**src/rtl/psum_mem_arbiter.sv**
```systemverilog
// Arbitrates the single-port partial-sum SRAM between the convolution controller and the
// host readback port, using an in-order write buffer with youngest-match read forwarding.
module psum_mem_arbiter #(
    parameter int unsigned ADDR_WIDTH   = 20,
    parameter int unsigned DATA_WIDTH   = 32,
    parameter int unsigned WB_DEPTH     = 2,
    parameter int unsigned STARVE_LIMIT = 4
) (
    input  logic                  clk,
    input  logic                  arst_n_in,
    input  logic                  ctrl_we,
    input  logic [ADDR_WIDTH-1:0] ctrl_waddr,
    input  logic [DATA_WIDTH-1:0] ctrl_wdata,
    input  logic                  ctrl_re,
    input  logic [ADDR_WIDTH-1:0] ctrl_raddr,
    output logic                  ctrl_stall,
    output logic                  ctrl_rvalid,
    output logic [DATA_WIDTH-1:0] ctrl_rdata,
    input  logic                  host_req,
    input  logic [ADDR_WIDTH-1:0] host_addr,
    output logic                  host_gnt,
    output logic                  host_rvalid,
    output logic [DATA_WIDTH-1:0] host_rdata,
    output logic                  wb_busy,
    output logic                  sram_en,
    output logic                  sram_we,
    output logic [ADDR_WIDTH-1:0] sram_addr,
    output logic [DATA_WIDTH-1:0] sram_wdata,
    input  logic [DATA_WIDTH-1:0] sram_rdata
);

    localparam int unsigned CNT_W  = $clog2(WB_DEPTH + 1);
    localparam int unsigned WAIT_W = $clog2(STARVE_LIMIT + 1);

    typedef enum logic [2:0] {
        SlotNone, SlotHostStarve, SlotDrainFull, SlotCtrlRead, SlotHostRead, SlotDrain
    } slot_e;

    typedef enum logic [1:0] {OwnNone, OwnCtrl, OwnHost} owner_e;

    // Entry 0 is the oldest; valid entries occupy [0, wb_cnt_q).
    logic [ADDR_WIDTH-1:0] wb_addr_q [WB_DEPTH];
    logic [DATA_WIDTH-1:0] wb_data_q [WB_DEPTH];
    logic [ADDR_WIDTH-1:0] wb_addr_d [WB_DEPTH];
    logic [DATA_WIDTH-1:0] wb_data_d [WB_DEPTH];
    logic [CNT_W-1:0]      wb_cnt_q, wb_cnt_d;
    logic [WAIT_W-1:0]     host_wait_q, host_wait_d;
    owner_e                owner_q, owner_d;
    logic                  ctrl_rvalid_q, host_rvalid_q, wb_busy_q;
    logic [DATA_WIDTH-1:0] ctrl_fwd_data_q, host_fwd_data_q;
    logic [DATA_WIDTH-1:0] ctrl_rdata_q, host_rdata_q;

    logic                  ctrl_hit, host_hit;
    logic [DATA_WIDTH-1:0] ctrl_hit_data, host_hit_data;
    logic                  full, empty, drain, ctrl_enq, ctrl_acc;
    slot_e                 slot;

    // Later (younger) matches overwrite earlier ones.
    always_comb begin
        ctrl_hit      = 1'b0;
        host_hit      = 1'b0;
        ctrl_hit_data = '0;
        host_hit_data = '0;
        for (int i = 0; i < int'(WB_DEPTH); i++) begin
            if (CNT_W'(i) < wb_cnt_q) begin
                if (wb_addr_q[i] == ctrl_raddr) begin
                    ctrl_hit      = 1'b1;
                    ctrl_hit_data = wb_data_q[i];
                end
                if (wb_addr_q[i] == host_addr) begin
                    host_hit      = 1'b1;
                    host_hit_data = wb_data_q[i];
                end
            end
        end
    end

    assign full  = (wb_cnt_q == CNT_W'(WB_DEPTH));
    assign empty = (wb_cnt_q == '0);

    always_comb begin
        slot = SlotNone;
        if (!arst_n_in) begin
            slot = SlotNone;
        end else if (host_req && !host_hit && host_wait_q == WAIT_W'(STARVE_LIMIT)) begin
            slot = SlotHostStarve;
        end else if (full) begin
            slot = SlotDrainFull;
        end else if (ctrl_re && !ctrl_hit) begin
            slot = SlotCtrlRead;
        end else if (host_req && !host_hit) begin
            slot = SlotHostRead;
        end else if (!empty) begin
            slot = SlotDrain;
        end
    end

    assign drain      = (slot == SlotDrainFull) || (slot == SlotDrain);
    assign ctrl_stall = (ctrl_re && !ctrl_hit && slot != SlotCtrlRead) ||
                        (ctrl_we && full && !drain);
    assign host_gnt   = host_req && (host_hit || slot == SlotHostStarve || slot == SlotHostRead);
    assign ctrl_enq   = ctrl_we && !ctrl_stall;
    assign ctrl_acc   = ctrl_re && !ctrl_stall;

    assign sram_en    = (slot != SlotNone);
    assign sram_we    = drain;
    assign sram_wdata = wb_data_q[0];

    always_comb begin
        sram_addr = '0;
        unique case (slot)
            SlotDrainFull, SlotDrain:     sram_addr = wb_addr_q[0];
            SlotCtrlRead:                 sram_addr = ctrl_raddr;
            SlotHostStarve, SlotHostRead: sram_addr = host_addr;
            default:                      sram_addr = '0;
        endcase
    end

    always_comb begin
        wb_addr_d = wb_addr_q;
        wb_data_d = wb_data_q;
        wb_cnt_d  = wb_cnt_q;
        if (drain) begin
            for (int i = 0; i < int'(WB_DEPTH) - 1; i++) begin
                wb_addr_d[i] = wb_addr_q[i+1];
                wb_data_d[i] = wb_data_q[i+1];
            end
            wb_cnt_d = wb_cnt_q - CNT_W'(1);
        end
        if (ctrl_enq) begin
            for (int i = 0; i < int'(WB_DEPTH); i++) begin
                if (CNT_W'(i) == wb_cnt_d) begin
                    wb_addr_d[i] = ctrl_waddr;
                    wb_data_d[i] = ctrl_wdata;
                end
            end
            wb_cnt_d = wb_cnt_d + CNT_W'(1);
        end
    end

    always_comb begin
        host_wait_d = host_wait_q;
        if (host_gnt) begin
            host_wait_d = '0;
        end else if (host_req && host_wait_q < WAIT_W'(STARVE_LIMIT)) begin
            host_wait_d = host_wait_q + WAIT_W'(1);
        end
        owner_d = OwnNone;
        if (slot == SlotCtrlRead) begin
            owner_d = OwnCtrl;
        end else if (slot == SlotHostStarve || slot == SlotHostRead) begin
            owner_d = OwnHost;
        end
    end

    // SRAM data only belongs to a port when that port owned last cycle's read slot.
    always_comb begin
        ctrl_rdata = ctrl_rdata_q;
        host_rdata = host_rdata_q;
        if (owner_q == OwnCtrl) begin
            ctrl_rdata = sram_rdata;
        end else if (ctrl_rvalid_q) begin
            ctrl_rdata = ctrl_fwd_data_q;
        end
        if (owner_q == OwnHost) begin
            host_rdata = sram_rdata;
        end else if (host_rvalid_q) begin
            host_rdata = host_fwd_data_q;
        end
    end

    assign ctrl_rvalid = ctrl_rvalid_q;
    assign host_rvalid = host_rvalid_q;
    assign wb_busy     = wb_busy_q;

    always_ff @(posedge clk or negedge arst_n_in) begin
        if (!arst_n_in) begin
            wb_addr_q       <= '{default: '0};
            wb_data_q       <= '{default: '0};
            wb_cnt_q        <= '0;
            host_wait_q     <= '0;
            owner_q         <= OwnNone;
            ctrl_rvalid_q   <= 1'b0;
            host_rvalid_q   <= 1'b0;
            wb_busy_q       <= 1'b0;
            ctrl_fwd_data_q <= '0;
            host_fwd_data_q <= '0;
            ctrl_rdata_q    <= '0;
            host_rdata_q    <= '0;
        end else begin
            wb_addr_q       <= wb_addr_d;
            wb_data_q       <= wb_data_d;
            wb_cnt_q        <= wb_cnt_d;
            host_wait_q     <= host_wait_d;
            owner_q         <= owner_d;
            ctrl_rvalid_q   <= ctrl_acc;
            host_rvalid_q   <= host_gnt;
            wb_busy_q       <= (wb_cnt_d != '0);
            ctrl_fwd_data_q <= ctrl_hit_data;
            host_fwd_data_q <= host_hit_data;
            ctrl_rdata_q    <= ctrl_rdata;
            host_rdata_q    <= host_rdata;
        end
    end

endmodule

```
**config.mk**
```make
export PLATFORM = sky130hd
export DESIGN_NAME = psum_mem_arbiter
export DESIGN_NICKNAME = d
export VERILOG_FILES = /design/src/rtl/psum_mem_arbiter.sv
export SDC_FILE = /design/constraint.sdc
export NUM_CORES = 1
export LEC_CHECK = 0
export BUFFER_PORTS_ARGS = -buffer_cell sky130_fd_sc_hd__buf_2
export CELL_PAD_IN_SITES_DETAIL_PLACEMENT = 0
export CELL_PAD_IN_SITES_GLOBAL_PLACEMENT = 2
export CORE_MARGIN = 10
export CORE_UTILIZATION = 32
export DETAILED_ROUTE_END_ITERATION = 6
export PLACE_DENSITY = 0.72
export SYNTH_ARGS = -nofsm -noshare
export SYNTH_HDL_FRONTEND = slang
export SYNTH_SLANG_ARGS = --single-unit
export TNS_END_PERCENT = 100
```
**constraint.sdc**
```tcl
create_clock -name clk -period 4 [get_ports clk]
set_clock_uncertainty 0.15 [all_clocks]
set_input_delay 0.8 -clock clk [delete_from_list [all_inputs] [get_ports clk]]
set_output_delay 0.8 -clock clk [all_outputs]
set_load 0.02 [all_outputs]
```
Word level (Yosys, flattened, before mapping)
Cells that the tools add are included.
{"block": "totals", "regBits": 242, "latch_bits": 0, "ram_bits": 0, "romBits": 0, "in_bits": 129, "output_inout_bits": 123, "memories": 0}
{"block": "op_classes", "n_addsub": 3, "mul": 0, "div": 0, "magnitude_cmp": 3, "n_eq_ne": 15, "shifts": 0, "muxes": 41, "n_bitwise": 0, "n_reduce_logical": 27}
{"cell": "$mux W32", "count": 15}
{"cell": "$eq A20 B20 Y1", "count": 4}
{"cell": "$mux W64", "count": 1}
{"cell": "$mux W20", "count": 3}
{"cell": "$pmux W20 S3", "count": 1}
{"cell": "$mux W40", "count": 1}
{"cell": "$mux W3", "count": 8}
{"cell": "$logic_and A1 B1 Y1", "count": 10}
{"cell": "$eq A3 B3 Y1 const B", "count": 3}
{"cell": "$mux W1", "count": 8}
{"cell": "$mux W2", "count": 4}
{"cell": "$eq A3 B2 Y1 const B", "count": 2}
{"cell": "$logic_or A1 B1 Y1", "count": 5}
{"cell": "$eq A2 B2 Y1 const B", "count": 2}
{"cell": "$logic_not A1 Y1", "count": 4}
{"cell": "$logic_not A2 Y1", "count": 2}
{"cell": "$lt A1 B2 Y1 const A", "count": 2}
{"cell": "$reduce_bool A2 Y1", "count": 2}
{"cell": "$reduce_or A2 Y1", "count": 2}
{"cell": "$add A3 B1 Y3 const B", "count": 1}
{"cell": "$eq A3 B1 Y1 const B", "count": 1}
{"cell": "$lt A3 B3 Y1 const B", "count": 1}
{"cell": "$ne A3 B2 Y1 const B", "count": 1}
{"cell": "$reduce_bool A3 Y1", "count": 1}
{"cell": "5 further kinds", "count": 5}

Longest topological paths before layout
{"block": "logic_depth", "depth_word": 21, "mapped_depth": 14, "depth_no_buf": 12}

Least setup slack after synthesis
No wires, ideal clock.
{"block": "synth_timing", "kind": "input -> output", "from": "input port host_addr[12]", "to": "output port sram_addr[10]", "t_arrival_ns": 3.282, "t_required_ns": 3.050, "path_slack_ns": -0.232, "path_stages": 11, "path_buffers": 3, "path_cell_list": "xor2_1 -> nor4_1 -> nand4_1 -> nor4_1 -> clkbuf_1 -> o32ai_1 -> a21oi_1 -> buf_2 -> buf_1 -> a22o_1 -> a21o_1"}
{"block": "synth_between", "elab_chain_len": 15, "elab_cells_between_ends": 22, "cone_classes": "eq/ne: 7; mux: 10; reduce/logical: 5"}
{"item": "start: declaration", "line": "20", "text": "input logic [ADDR_WIDTH-1:0] host_addr,"}
{"item": "$eq A20 B20 Y1", "line": "70", "text": "if (wb_addr_q[i] == host_addr) begin"}
{"item": "$mux W1", "line": "70"}
{"item": "$mux W1", "line": "65", "text": "if (CNT_W'(i) < wb_cnt_q) begin"}
{"item": "$mux W1", "line": "70"}
{"item": "$mux W1 (*)", "line": "65"}
{"item": "$logic_not A1 Y1 (*)", "line": "85, 91"}
{"item": "$logic_and A1 B1 Y1 (*)", "line": "85, 91"}
{"item": "$mux W3", "line": "91", "text": "end else if (host_req && !host_hit) begin"}
{"item": "$mux W3", "line": "89", "text": "end else if (ctrl_re && !ctrl_hit) begin"}
{"item": "$mux W3", "line": "87", "text": "end else if (full) begin"}
{"item": "$mux W3 (*)", "line": "85", "text": "end else if (host_req && !host_hit && host_wait_q == WAIT_W'(STARVE_LIMIT)) begin"}
{"item": "$mux W3 (*)", "line": "83", "text": "if (!arst_n_in) begin"}
{"item": "$eq A3 B1 Y1 (tied with other cells)", "line": "111", "text": "unique case (slot)"}
{"item": "$reduce_or A2 Y1", "line": "111"}
{"item": "$pmux W20 S3 (*)", "line": "111"}
{"item": "end: declaration", "line": "27", "text": "output logic [ADDR_WIDTH-1:0] sram_addr,"}
Mark *: on every way between the ends. The rest lies on a longest branch, timed or not.

Worst setup path after layout
{"block": "layout_timing", "from": "register wb_addr_q[1] in the netlist's numbering", "to": "output port sram_addr[6]"}
{"block": "layout_between", "elab_chain_len": 13, "elab_cells_between_ends": 24, "cone_classes": "eq/ne: 7; mux: 10; reduce/logical: 7"}
{"item": "start: declaration", "line": "42", "text": "logic [ADDR_WIDTH-1:0] wb_addr_q [WB_DEPTH];"}
{"item": "start signal: assignment", "line": "191", "text": "wb_addr_q <= wb_addr_d;"}
{"item": "$eq A20 B20 Y1", "line": "70"}
{"item": "$mux W1", "line": "70"}
{"item": "$mux W1", "line": "65"}
{"item": "$logic_not A1 Y1", "line": "85, 91"}
{"item": "$logic_and A1 B1 Y1", "line": "85, 91"}
{"item": "$mux W3", "line": "91"}
{"item": "$mux W3", "line": "89"}
{"item": "$mux W3", "line": "87"}
{"item": "$mux W3 (*)", "line": "85"}
{"item": "$mux W3 (*)", "line": "83"}
{"item": "$eq A3 B1 Y1 (tied with other cells)", "line": "111"}
{"item": "$reduce_or A2 Y1", "line": "111"}
{"item": "$pmux W20 S3 (*)", "line": "111"}
Marked as above.

==> results.yml <==
setup_path:
  cpPeakStageDelay_ns: 0.44
  startpoint_type: "flop"
  path_cells: "xor2_1 > nor4_1 > buf_4 > nand4_1 > nor4_4 > nor2_2 > o21ai_2 > nor4b_4 > buf_6 > clkbuf_16 > a21o_1 > buf_6"
  r2r_setup_slack_ns: 0.43
  path_class: "reg2out"
  slowest_stage: "dfrtp_2"
  crit_path_frequent_cell: "buf_6"
  cp_max_fo: 5
  end_kind: "output pin"
  arrival_ns: 3.12
  r2r-start: "wb_addr_q[1]"
  r2r_cells: 13
  r2r-end: "wb_addr_q[17]"
  crit_required_ns: 3.05
global_routing:
  grt_pass1_vias: 9200
  antenna_found_initial: 3
  track_usage_pct: 16.3
  grt_pass1_wl_um: 57400
  grt_max_degree: 117
  overflow: 0
floorplan:
  initial_core_util_pct: 32.5
  die_h_um: 213
  die_w_um: 213
  dieArea_um2: 45400
  core_area_um2: 36700
  rows: 70
  io_pins: 252
power_and_ir_drop:
  clkPwrFrac_pct: 23.8
  power.switching_uw: 4420
  power_frac_comb_pct: 41.3
  total_power_uw: 11800
  swShare_pct: 37.4
  p_seq_share_pct: 34.9
  intPower_uw: 7390
  ir_worst_vdd_v: 0.000370
  leakage_uw: 0.00735
  powerDensity_nw_per_um2: 764
job:
  drv_cap: 0
clocking:
  htreeDepth: 1
  clock_latency_ns: 0.56
  cts_root_buf: "clkbuf_16"
  cts_tree: "done"
  path_clk_slew_ns: 0.06
  cts_buffers: 29
  clk_path_buf_depth: 3
  cts_sinks: 242
synthesis:
  syn_area_per_cell_um2: 11.5
  ys_ff_latch: 242
  synth_cell_types: 45
  ys_seq_area_share_pct: 50.8
  synth_cells: 1033
  synthesis.nets: 1168
  synth_warnings: 0
  syn_area_um2: 11900
  synthFlopType: "dfrtp_1"
  synth_edf_count: 0
  synthArstFlopShare_pct: 100
timing:
  post-route-min-period_ns: 4.07
  final.period_utilization_pct: 102
  finalWorstSetupSlack_ns: -0.0657
  fin_tns_setup_ns: -0.888
  grt_setup_unrepaired: "true"
  setup_violations: 20
  hold_viol_final: 0
  slew_headroom_pct: 32.5
  fmax_mhz: 246
  report.final.slew_viol_count: 0
  timing.hold.ws_ns: 0.328
  tightest_slew_ns: 1.01
hold_path:
  whs_path_depth: 2
  holdCritStartpoint: "ctrl_wdata[24]"
  hold_path.class: "in2reg"
  holdPathEnd: "sram_wdata[24]"
route:
  wl_per_cell_um: 21.2
  remaining_drc_errors: 0
  viasPerCell: 4.86
  antenna_left: 0
  first_iter_violations: 325
  totalWireLength_um: 38100
  num_vias: 8740
  drt_first_pass_iters: 4
layout:
  area_growth_pct: 29.7
  mostFrequentLayoutCells: "dfrtp_1, buf_2, mux2_2"
  post-route-util_pct: 42.2
  drive_gt1_share_pct: 43.9
  final_nets: 1441
  final_common_cell: "dfrtp_1"
outcome:
  violations: "negative setup slack"
  status: "finished, violations left"
placed_design:
  hpwl_um: 26800
  post-place-ws_ns: -0.212
  numPortBuffers: 251
  gp_congestion: 0.829
registers in the layout, summed over array words and instances, names as in the netlist, 3 cells and up:
register         flops
wb_addr_q           40
ctrl_fwd_data_q     32
ctrl_rdata_q        32
host_fwd_data_q     32
host_rdata_q        32
sram_wdata          32
wb_data_q           32
host_wait_q          3
cell families (layout without fill, tap and decap cells):
family / Yosys count / in the layout / synth area share (%)
DFF: 242 / 242 / 50.8
and+or+nand+nor: 153 / 153 / 6.07
other: 0 / 2 / 0
buffers and inverters: 136 / 432 / 5.46
xor gates and xnor gates: 82 / 82 / 6.02
adders and majority gates: 6 / 6 / 0.629
AOI/OAI and AO/OA: 192 / 192 / 10.8
muxes: 222 / 222 / 20.3
layout make-up:
class	instances	area, um^2
fill	3554	21200
antenna	2	5.00
timing repair buffer	336	2210
clock buffer	36	792
clock inverter	18	240
multi-input combinational	655	5430
tap	468	586
sequential	242	6070
inverter	42	158
stage by stage:
step,std cells,instance area (um^2)
after floorplan,1033,11900
after global placement,1717,13900
after detailed placement,1717,13900
after CTS,1789,15200
after global routing,1797,15500
final,1799,15500
critical path: cells and delay by family, from the launching register on:
family / cells / cell delay [ns]
buffers and inverters: 4 / 0.63
AOI/OAI and AO/OA: 2 / 0.28
xor gates and xnor gates: 1 / 0.15
DFF: 1 / 0.44
and+or+nand+nor: 5 / 1.07
synth_stat cells, types with 2 or more instances:
library cell	n	area, um^2
o21ai_0	98	490
a21o_1	21	158
nor4_1	13	81.3
buf_4	32	240
a211oi_1	2	15.0
nor2b_1	2	12.5
mux2_2	157	1770
buf_2	17	85.1
clkbuf_1	37	139
o31ai_1	2	15.0
nand2b_1	2	12.5
xor2_1	53	464
a21oi_1	4	20.0
nor3_1	5	25.0
nand4_1	9	56.3
dfrtp_1	242	6060
ha_1	6	75.1
nand3_1	35	175
nand2_1	74	278
a22o_1	52	455
buf_1	8	30.0
nor2_1	6	22.5
mux2i_1	65	651
inv_1	42	158
xnor2_1	29	254
per-layer routing:
metal | wire, um | up-vias | GRT usage (%)
li1 | - | 4172 | -
met1 | 16700 | 4294 | 20.8
met2 | 18000 | 211 | 27.2
met3 | 2560 | 59 | 4.05
met4 | 880 | 4 | 3.96
met5 | 27 | - | 0
worst max path at each step:
stage	start	to	depth (start not counted)
4_1_cts	wb_addr_q[22]	sram_addr[18]	11
6_report	wb_addr_q[1]	sram_addr[6]	12
3_3_place_gp	ctrl_raddr[2]	sram_addr[12]	13
3_5_place_dp	ctrl_raddr[19]	sram_addr[6]	12
2_1_floorplan	ctrl_raddr[12]	sram_addr[0]	9
5_1_grt	wb_addr_q[1]	sram_addr[0]	12
power groups by stage:
stage	Sequential, uW	Clock [uW]	Combinational [uW]
6_report	4130	2810	4880
5_1_grt	4250	3000	5290
4_1_cts	4120	2900	4770
3_5_place_dp	4150	0	4650
3_3_place_gp	4130	0	4600
2_1_floorplan	3880	0	3390
what timing repair did:
action,4_1_cts,5_1_grt
gates resized for setup,20,57
setup endpoints to repair,23,24
endpoints found under the hold margin,2,0
cloned,1,2
pin swaps,7,13
hold buffers,1,0
setup buffers,16,8
(Power assumes the default switching activity.)
